File: config.mk
export PLATFORM = sky130hd
export DESIGN_NAME = simple_axi_sram_slave
export DESIGN_NICKNAME = d
export VERILOG_FILES = /design/src/rtl/simple_axi_sram_slave.sv
export SDC_FILE = /design/constraint.sdc
export NUM_CORES = 2
export LEC_CHECK = 0
export BUFFER_PORTS_ARGS = -buffer_cell sky130_fd_sc_hd__buf_2
export CORE_MARGIN = 8
export CORE_UTILIZATION = 65
export CTS_CLUSTER_DIAMETER = 40
export DETAILED_ROUTE_END_ITERATION = 10
export MAX_ROUTING_LAYER = met4
export PLACE_DENSITY = 0.84
export SYNTH_ARGS = -nofsm -noshare
export SYNTH_HDL_FRONTEND = slang
export SYNTH_SLANG_ARGS = --single-unit
File: constraint.sdc
create_clock -name i_clk -period 5.2 [get_ports i_clk]
set_input_delay 0.52 -clock i_clk [delete_from_list [all_inputs] [get_ports i_clk]]
set_output_delay 0.52 -clock i_clk [all_outputs]
set_load 0.05 [all_outputs]
File: src/rtl/simple_axi_sram_slave.sv
// Single-beat AXI SRAM slave with independent write/read FSMs.
// Define SIMPLE_AXI_SRAM_DECERR_EN to answer out-of-range addresses with DECERR.
module simple_axi_sram_slave #(
  parameter int MEM_BYTES   = 128,
  parameter int WAIT_CYCLES = 0
) (
  input  logic        i_clk,
  input  logic        i_rst,
  input  logic        s_axi_awvalid,
  output logic        s_axi_awready,
  input  logic [31:0] s_axi_awaddr,
  input  logic [2:0]  s_axi_awsize,
  input  logic        s_axi_wvalid,
  output logic        s_axi_wready,
  input  logic [63:0] s_axi_wdata,
  input  logic [7:0]  s_axi_wstrb,
  input  logic        s_axi_wlast,
  output logic        s_axi_bvalid,
  input  logic        s_axi_bready,
  output logic [1:0]  s_axi_bresp,
  input  logic        s_axi_arvalid,
  output logic        s_axi_arready,
  input  logic [31:0] s_axi_araddr,
  input  logic [2:0]  s_axi_arsize,
  output logic        s_axi_rvalid,
  input  logic        s_axi_rready,
  output logic [63:0] s_axi_rdata,
  output logic [1:0]  s_axi_rresp,
  output logic        s_axi_rlast
);

  localparam int WORDS = MEM_BYTES / 8;
  localparam int IDX_W = (WORDS > 1) ? $clog2(WORDS) : 1;
  localparam int CW    = (WAIT_CYCLES > 0) ? $clog2(WAIT_CYCLES + 1) : 1;

  localparam logic [1:0] RESP_OKAY   = 2'b00;
  localparam logic [1:0] RESP_SLVERR = 2'b10;
  localparam logic [1:0] RESP_DECERR = 2'b11;

  typedef enum logic [1:0] {
    W_ADDR,
    W_DATA,
    W_RESP
  } w_state_t;

  typedef enum logic [1:0] {
    R_ADDR,
    R_WAIT,
    R_DATA
  } r_state_t;

  function automatic logic [IDX_W-1:0] word_idx(input logic [31:0] a);
    return IDX_W'((a >> 3) & 32'(WORDS - 1));
  endfunction

  logic [63:0] mem [WORDS];

  // ---------------- write channel ----------------
  w_state_t    w_state, w_next;
  logic [CW-1:0] w_cnt, w_cnt_n;
  logic [31:0] waddr_q, waddr_n;
  logic [2:0]  wsize_q, wsize_n;
  logic [1:0]  bresp_q, bresp_n;
  logic        awready_c;
  logic        wready_c;
  logic        w_commit;
  logic        w_done;
  logic        w_oor;
  logic [1:0]  w_resp;

  assign w_done = (w_cnt == CW'(WAIT_CYCLES));

`ifdef SIMPLE_AXI_SRAM_DECERR_EN
  assign w_oor = (waddr_q >= 32'(MEM_BYTES));
`else
  assign w_oor = 1'b0;
`endif

  always_comb begin
    w_resp = RESP_OKAY;
    if (w_oor)
      w_resp = RESP_DECERR;
    else if (wsize_q > 3'd3 || !s_axi_wlast)
      w_resp = RESP_SLVERR;
  end

  always_comb begin
    w_next    = w_state;
    w_cnt_n   = w_cnt;
    waddr_n   = waddr_q;
    wsize_n   = wsize_q;
    bresp_n   = bresp_q;
    awready_c = 1'b0;
    wready_c  = 1'b0;
    w_commit  = 1'b0;
    unique case (w_state)
      W_ADDR: begin
        if (s_axi_awvalid) begin
          if (w_done) begin
            awready_c = 1'b1;
            waddr_n   = s_axi_awaddr & ~32'h7;
            wsize_n   = s_axi_awsize;
            w_cnt_n   = '0;
            w_next    = W_DATA;
          end else begin
            w_cnt_n = w_cnt + CW'(1);
          end
        end
      end
      W_DATA: begin
        if (s_axi_wvalid) begin
          if (w_done) begin
            wready_c = 1'b1;
            bresp_n  = w_resp;
            w_commit = (w_resp == RESP_OKAY);
            w_cnt_n  = '0;
            w_next   = W_RESP;
          end else begin
            w_cnt_n = w_cnt + CW'(1);
          end
        end
      end
      W_RESP: begin
        if (s_axi_bready)
          w_next = W_ADDR;
      end
      default: w_next = W_ADDR;
    endcase
  end

  always_ff @(posedge i_clk or posedge i_rst) begin
    if (i_rst) begin
      w_state <= W_ADDR;
      w_cnt   <= '0;
      waddr_q <= '0;
      wsize_q <= '0;
      bresp_q <= RESP_OKAY;
    end else begin
      w_state <= w_next;
      w_cnt   <= w_cnt_n;
      waddr_q <= waddr_n;
      wsize_q <= wsize_n;
      bresp_q <= bresp_n;
    end
  end

  // Storage is deliberately outside the reset domain.
  always_ff @(posedge i_clk) begin
    if (w_commit) begin
      for (int k = 0; k < 8; k++) begin
        if (s_axi_wstrb[k])
          mem[word_idx(waddr_q)][8*k +: 8] <= s_axi_wdata[8*k +: 8];
      end
    end
  end

  assign s_axi_awready = awready_c & ~i_rst;
  assign s_axi_wready  = wready_c & ~i_rst;
  assign s_axi_bvalid  = (w_state == W_RESP);
  assign s_axi_bresp   = bresp_q;

  // ---------------- read channel ----------------
  r_state_t    r_state, r_next;
  logic [CW-1:0] r_cnt, r_cnt_n;
  logic [31:0] raddr_q, raddr_n;
  logic [2:0]  rsize_q, rsize_n;
  logic [63:0] rdata_q, rdata_n;
  logic [1:0]  rresp_q, rresp_n;
  logic        arready_c;
  logic        r_done;
  logic        r_capture;
  logic [31:0] rd_addr;
  logic [2:0]  rd_size;
  logic        r_oor;
  logic [1:0]  rd_resp;

  assign r_done = (r_cnt == CW'(WAIT_CYCLES));

  // With no wait states the capture uses the address still on the bus.
  assign rd_addr = (r_state == R_ADDR) ? (s_axi_araddr & ~32'h7) : raddr_q;
  assign rd_size = (r_state == R_ADDR) ? s_axi_arsize : rsize_q;

`ifdef SIMPLE_AXI_SRAM_DECERR_EN
  assign r_oor = (rd_addr >= 32'(MEM_BYTES));
`else
  assign r_oor = 1'b0;
`endif

  always_comb begin
    rd_resp = RESP_OKAY;
    if (r_oor)
      rd_resp = RESP_DECERR;
    else if (rd_size > 3'd3)
      rd_resp = RESP_SLVERR;
  end

  always_comb begin
    r_next    = r_state;
    r_cnt_n   = r_cnt;
    raddr_n   = raddr_q;
    rsize_n   = rsize_q;
    arready_c = 1'b0;
    r_capture = 1'b0;
    unique case (r_state)
      R_ADDR: begin
        if (s_axi_arvalid) begin
          if (r_done) begin
            arready_c = 1'b1;
            raddr_n   = s_axi_araddr & ~32'h7;
            rsize_n   = s_axi_arsize;
            r_cnt_n   = '0;
            if (WAIT_CYCLES == 0) begin
              r_capture = 1'b1;
              r_next    = R_DATA;
            end else begin
              r_next = R_WAIT;
            end
          end else begin
            r_cnt_n = r_cnt + CW'(1);
          end
        end
      end
      R_WAIT: begin
        if (r_cnt == CW'(WAIT_CYCLES - 1)) begin
          r_capture = 1'b1;
          r_cnt_n   = '0;
          r_next    = R_DATA;
        end else begin
          r_cnt_n = r_cnt + CW'(1);
        end
      end
      R_DATA: begin
        if (s_axi_rready)
          r_next = R_ADDR;
      end
      default: r_next = R_ADDR;
    endcase
  end

  always_comb begin
    rdata_n = rdata_q;
    rresp_n = rresp_q;
    if (r_capture) begin
      rresp_n = rd_resp;
      rdata_n = (rd_resp == RESP_OKAY) ? mem[word_idx(rd_addr)] : '0;
    end
  end

  always_ff @(posedge i_clk or posedge i_rst) begin
    if (i_rst) begin
      r_state <= R_ADDR;
      r_cnt   <= '0;
      raddr_q <= '0;
      rsize_q <= '0;
      rdata_q <= '0;
      rresp_q <= RESP_OKAY;
    end else begin
      r_state <= r_next;
      r_cnt   <= r_cnt_n;
      raddr_q <= raddr_n;
      rsize_q <= rsize_n;
      rdata_q <= rdata_n;
      rresp_q <= rresp_n;
    end
  end

  assign s_axi_arready = arready_c & ~i_rst;
  assign s_axi_rvalid  = (r_state == R_DATA);
  assign s_axi_rlast   = (r_state == R_DATA);
  assign s_axi_rdata   = rdata_q;
  assign s_axi_rresp   = rresp_q;

endmodule
# ---- Word-level counts from Yosys, hierarchy flattened
# Memory sizes are Yosys's and may differ from the RTL's.
# Index checks and enable logic that the tools add are counted.
dict set report totals {
  ff_bits 88
  ramBits 1024
  inputBits 150
  wordCells 111
  n_memories 1
}
dict set report classes {
  addsub 2
  magnitude_cmp 2
  n_eq_ne 13
  mux 61
  bitwise_logic 6
  reduce_logical 15
}
# name words word_bits read_ports rd_clocked_by_memory_dff write_ports line
set mem_list {}
lappend mem_list {mem 16 64 1 0 1 56} ;# logic [63:0] mem [WORDS];
# op n
set op_table {}
lappend op_table {{2-to-1 mux 64 bit} 1}
lappend op_table {{2-to-1 mux 1 bit} 42}
lappend op_table {{2-to-1 mux 2 bit} 11}
lappend op_table {{inequality test 2 bit, second input constant} 8}
lappend op_table {{case mux 2 bit (3 select lines)} 2}
lappend op_table {{AND reduction 3 bit} 4}
lappend op_table {{zero test 2 bit} 4}
lappend op_table {{2-to-1 mux 7 bit} 1}
lappend op_table {{greater-than comparator 3 x 2 -> 1 bit, second input constant} 2}
lappend op_table {{case mux 1 bit (2 select lines)} 3}
lappend op_table {{AND reduction 5 bit} 1}
lappend op_table {{== test 2 x 1 -> 1 bit, second input constant} 2}
lappend op_table {{== test 2 bit, second input constant} 2}
lappend op_table {{AND reduction 4 bit} 1}
lappend op_table {{nonzero test 2 bit} 2}
lappend op_table {{bitwise AND 1 bit} 3}
lappend op_table {{2-to-1 mux 3 bit} 1}
lappend op_table {{NOT 1 bit} 3}
lappend op_table {{adder 1 bit, second input constant} 2}
lappend op_table {{inequality test 2 x 1 -> 1 bit, second input constant} 1}
lappend op_table {{AND reduction 2 bit} 1}
lappend op_table {{zero test 1 bit} 1}
lappend op_table {{logical OR 1 bit} 1}

# ---- Logic depth before layout (Yosys ltp)
dict set report depth {
  ltp_word 9
  ltp_mapped 9
  mapped_depth_nobuf 6
}

# ---- Worst setup path before layout
# No wires, ideal clock.
dict set report synth_timing {
  kind {flip-flop to flip-flop}
  from {reg r_state[1]}
  to {reg rdata_q[10] (netlist: s_axi_rdata[10])}
  setup_ps 138
  arrival_time_ps 2396
  t_required_ps 5062
  path_slack_ps 2665
  path_stages_with_launch 7
  path_buffers 2
  period_less_slack_ps 2535
  path_cell_list {dfrtp_1 > mux2i_2 > buf_2 > buf_2 > mux4_2 > a32oi_1 > o211ai_1}
}
dict set report synth_via {
  elab_chain_cells 6
  word_cells_on_any_way 10
  cone_classes {1 x order compare; 1 x eq/ne; 5 x mux; 2 x reduce/logical; 1 x memory}
}
# element line
set synth_rtl {}
lappend synth_rtl {{start: declaration} 163} ;# r_state_t r_state, r_next;
lappend synth_rtl {{start signal: assignment} 258} ;# r_state <= r_next;
lappend synth_rtl {{zero test 2 bit} {180, 181, 204}}
lappend synth_rtl {{2-to-1 mux 3 bit} 181} ;# assign rd_size = (r_state == R_ADDR) ? s_axi_arsize : rsize_q;
lappend synth_rtl {{greater-than comparator 3 x 2 -> 1 bit} 193} ;# else if (rd_size > 3'd3)
lappend synth_rtl {{2-to-1 mux 2 bit} 193}
lappend synth_rtl {{zero test 2 bit} 245} ;# rdata_n = (rd_resp == RESP_OKAY) ? mem[word_idx(rd_addr)] : '0;
lappend synth_rtl {{2-to-1 mux 64 bit} 245}
lappend synth_rtl {{end signal: assignment} 262} ;# rdata_q <= rdata_n;
lappend synth_rtl {{end: declaration} 167} ;# logic [63:0] rdata_q, rdata_n;
# Several ways; a longest one is shown, not always the timed one.
# A chain may end at the register's enable or synchronous reset.

# ---- Final worst setup path
dict set report layout_timing {
  from {reg r_state[1]}
  to {reg rdata_q[25] (netlist: s_axi_rdata[25])}
}
# The elaborated chain is that of the path after synthesis.

==> results.txt <==
result of the run = completed
average size of a mapped cell = 17.5 um2
area taken by multi-input logic gates = 9020 um2
endpoints failing setup = 0
die width = 271 um
global-route wire length before repair = 155 mm
class of the tightest hold or removal check = in2reg
count of flip-flops with a built-in enable after synthesis = 1024
Synth Flop Type = edfxtp_1
total number of vias = 24200
leak pwr = 0.0161 uW
Clock Skew = 28.9 ps
die outline height = 271 um
RSZ-0062 raised after global routing = false
Critical Path End Type = register
clk slew on worst S/H paths = 60 ps
initial standard-cell utilization of the core = 65.7%
highest net fanout along the worst path = 36
setup TNS = 0 ps
layout overhead on the synthesized area = 13.9%
fraction of final layout cells sized beyond drive strength 1 = 19.8%
leading cell type in the layout, fill and taps excluded = edfxtp_1
boundary pin count = 224
Worst Setup Slack post-DPL = 1660 ps
sequential fraction of the synthesis area = 77.3%
relative slew slack = 15.6%
number of hold buffers added after cts = 1
period utilization = 72.0%
net switching power = 6110 uW
DRC violation count after routing = 0
DR iter-0 viols = 3227
total area of sequential cells = 32700 um2
shortest clock period the worst path allows after layout = 3740 ps
Die Area = 73500 um2
count of mapped cells out of synthesis = 2410
Post-synth ARST share = 6.99%
Pwr Density = 464 nW/um2
iteration count of the initial detailed-routing pass = 6
WP data required = 5710 ps
library cell used as clock root buffer = clkbuf_16
arrival time of the worst setup path = 4250 ps
post-synthesis instance area = 42300 um2
Placeable Area = 64300 um2
initial antenna violation count = 6
count of port buffers added during placement = 161
vias in the first global route = 25100
remaining number of nets flagged by the antenna check after routing = 0
number of synthesized register bits = 1101
Synth warnings = 0
cells along the critical path = inv_2 -> nand2_4 -> or3_2 -> buf_4 -> a31oi_1 -> a32oi_1 -> o211ai_1
Site Rows = 93
Setup Fix Bufs, Post-CTS = 0
fill count = 3345
PnR worst setup slack = 1460 ps
hpwl dp = 60.3 mm
worst hold slack = 66.7 ps
total routing usage reported by global routing = 29.0%
number of levels in the clock H-tree = 3
timing startpoint of the critical path = r_state[1]
Skew-Pair Late Insertion Delay = 700 ps
Critical Path Source Type = register
Critical-path top delay cell = or3_2
worst setup path class = reg2reg
largest net degree at the start of global routing = 121
wire per inst = 29.4 um
total wire length after detailed routing = 105 mm
sum of overflow across all layers after global routing = 0
cts bufs inserted = 120
number of vias per cell after detailed routing = 6.80
maximum ir drop on the vdd rail = 0.422 mV
commonest cells after routing, fill and taps aside = edfxtp_1, nand2_1, buf_2
highest clock rate = 267 MHz
Gates resized, CTS repair = 0
cell-internal power = 16200 uW
relative contribution of combinational cells to total power = 14.6%
Worst Tran Pin Value = 1260 ps
number of maximum-capacitance violations = 0
startpoint of the lowest-slack register-to-register path = r_state[1]
total count of hold-check failures in the final report = 0
Net count, final = 2736
final weighted congestion in routability-driven placement = 0.838
flop2flop setup slack = 1460 ps
Switching Share = 27.4%
TritonCTS clock tree = done
Clock Power Share = 39.9%
buffers from clock root to sink, at most = 3
min-delay src = s_axi_bready
power share of the sequential group = 45.5%
max-slew violation count = 0
Distinct cells, synth = 37
delay of the slowest cell on the worst path = 950 ps
CTS sink count = 1101
[layer usage]
layer | wire (um) | vias up | track usage, %
met1 | 35600 | 12100 | 34.8
met5 | 0 | - | -
met2 | 52100 | 1801 | 46.5
li1 | - | 9989 | -
met3 | 12000 | 326 | 7.90
met4 | 4760 | 0 | 12.7
[synth_stat cells, types with 2 or more instances]
cell type,n,area share (%)
a32oi_1,62,1.3
or3_1,2,0.030
a2111oi_0,2,0.041
edfxtp_1,1024,73
nand3b_1,2,0.036
mux4_2,127,6.8
mux2_2,7,0.19
a21oi_1,66,0.78
nor2_1,133,1.2
nor3_1,2,0.024
inv_1,3,0.027
dfrtp_1,77,4.6
buf_4,6,0.11
a31oi_1,62,0.92
nor2b_1,6,0.089
a221oi_1,64,1.3
o211ai_1,63,1.1
nand3_1,69,0.82
a211oi_1,4,0.071
mux2i_1,131,3.1
clkbuf_1,72,0.64
nand2b_1,5,0.074
nand2_1,343,3.0
o21ai_0,5,0.059
and2_1,3,0.044
buf_2,59,0.70
[through the flow]
step	area, um2	total power, uW	util [%]	instances
final	48200	22300	74.8	3559
after global routing	48100	22900	74.8	3552
after floorplan	42300	12400	-	2411
after global placement	43900	13400	68.2	3318
after CTS	48100	22300	74.8	3547
after detailed placement	43900	13500	68.2	3318
[power groups by stage]
stage	Combinational, uW	Sequential (uW)	Clock [uW]
after floorplan	1560	10900	0
after global placement	3080	10300	0
after detailed placement	3180	10300	0
after CTS	3220	10200	8940
after global routing	3400	10200	9320
final	3260	10200	8910
[path summary, 6_finish.rpt]
| check | to | depth (start not counted) |
|---|---|---|
| worst min-delay path | w_state[1] | 3 |
| worst max-delay path | s_axi_rdata[25] | 7 |
| worst max register to register | s_axi_rdata[25] | 7 |
| min in group asynchronous | w_state[0] | 2 |
| max in group asynchronous | s_axi_rdata[42] | 3 |
| worst min register to register | s_axi_rresp[1] | 2 |
[layout make-up]
class	instances	share of cell area, %
clock buffers	153	6.77
clock inverters	75	2.07
well taps	855	2.22
repair buffers	190	2.26
inverters	4	0.0364
diodes	12	0.0624
multi-input cells	1169	18.7
flip-flops and latches	1101	67.9
[kinds of logic (layout without fill, tap and decap cells)]
| kind of cell | count (synthesis) | count (layout) | share of synthesized area, % |
|---|---|---|---|
| mux | 266 | 266 | 10.1 |
| other cells | 1 | 14 | 0.00887 |
| buf+inv | 141 | 422 | 1.48 |
| simple gates | 568 | 568 | 5.40 |
| flops | 1101 | 1101 | 77.3 |
| compound gates | 333 | 333 | 5.74 |
[flip-flops by register name, indices dropped and copies added (netlist names)]
| signal | count |
|---|---|
| w_state | 2 |
| waddr_q | 4 |
| s_axi_rresp | 1 |
| s_axi_rdata | 64 |
| r_state | 1 |
| raddr_q | 3 |
| mem | 1024 |
| wsize_q | 1 |
| s_axi_bresp | 1 |
[worst max-delay path: cells and delay by family, from the launching register on]
family | cells | cell delay [ps]
and+or+nand+nor | 2 | 1310
DFF | 1 | 860
buffers and inverters | 2 | 740
AOI/OAI and AO/OA | 3 | 620
Note: power is estimated with default switching activity, not from simulation.
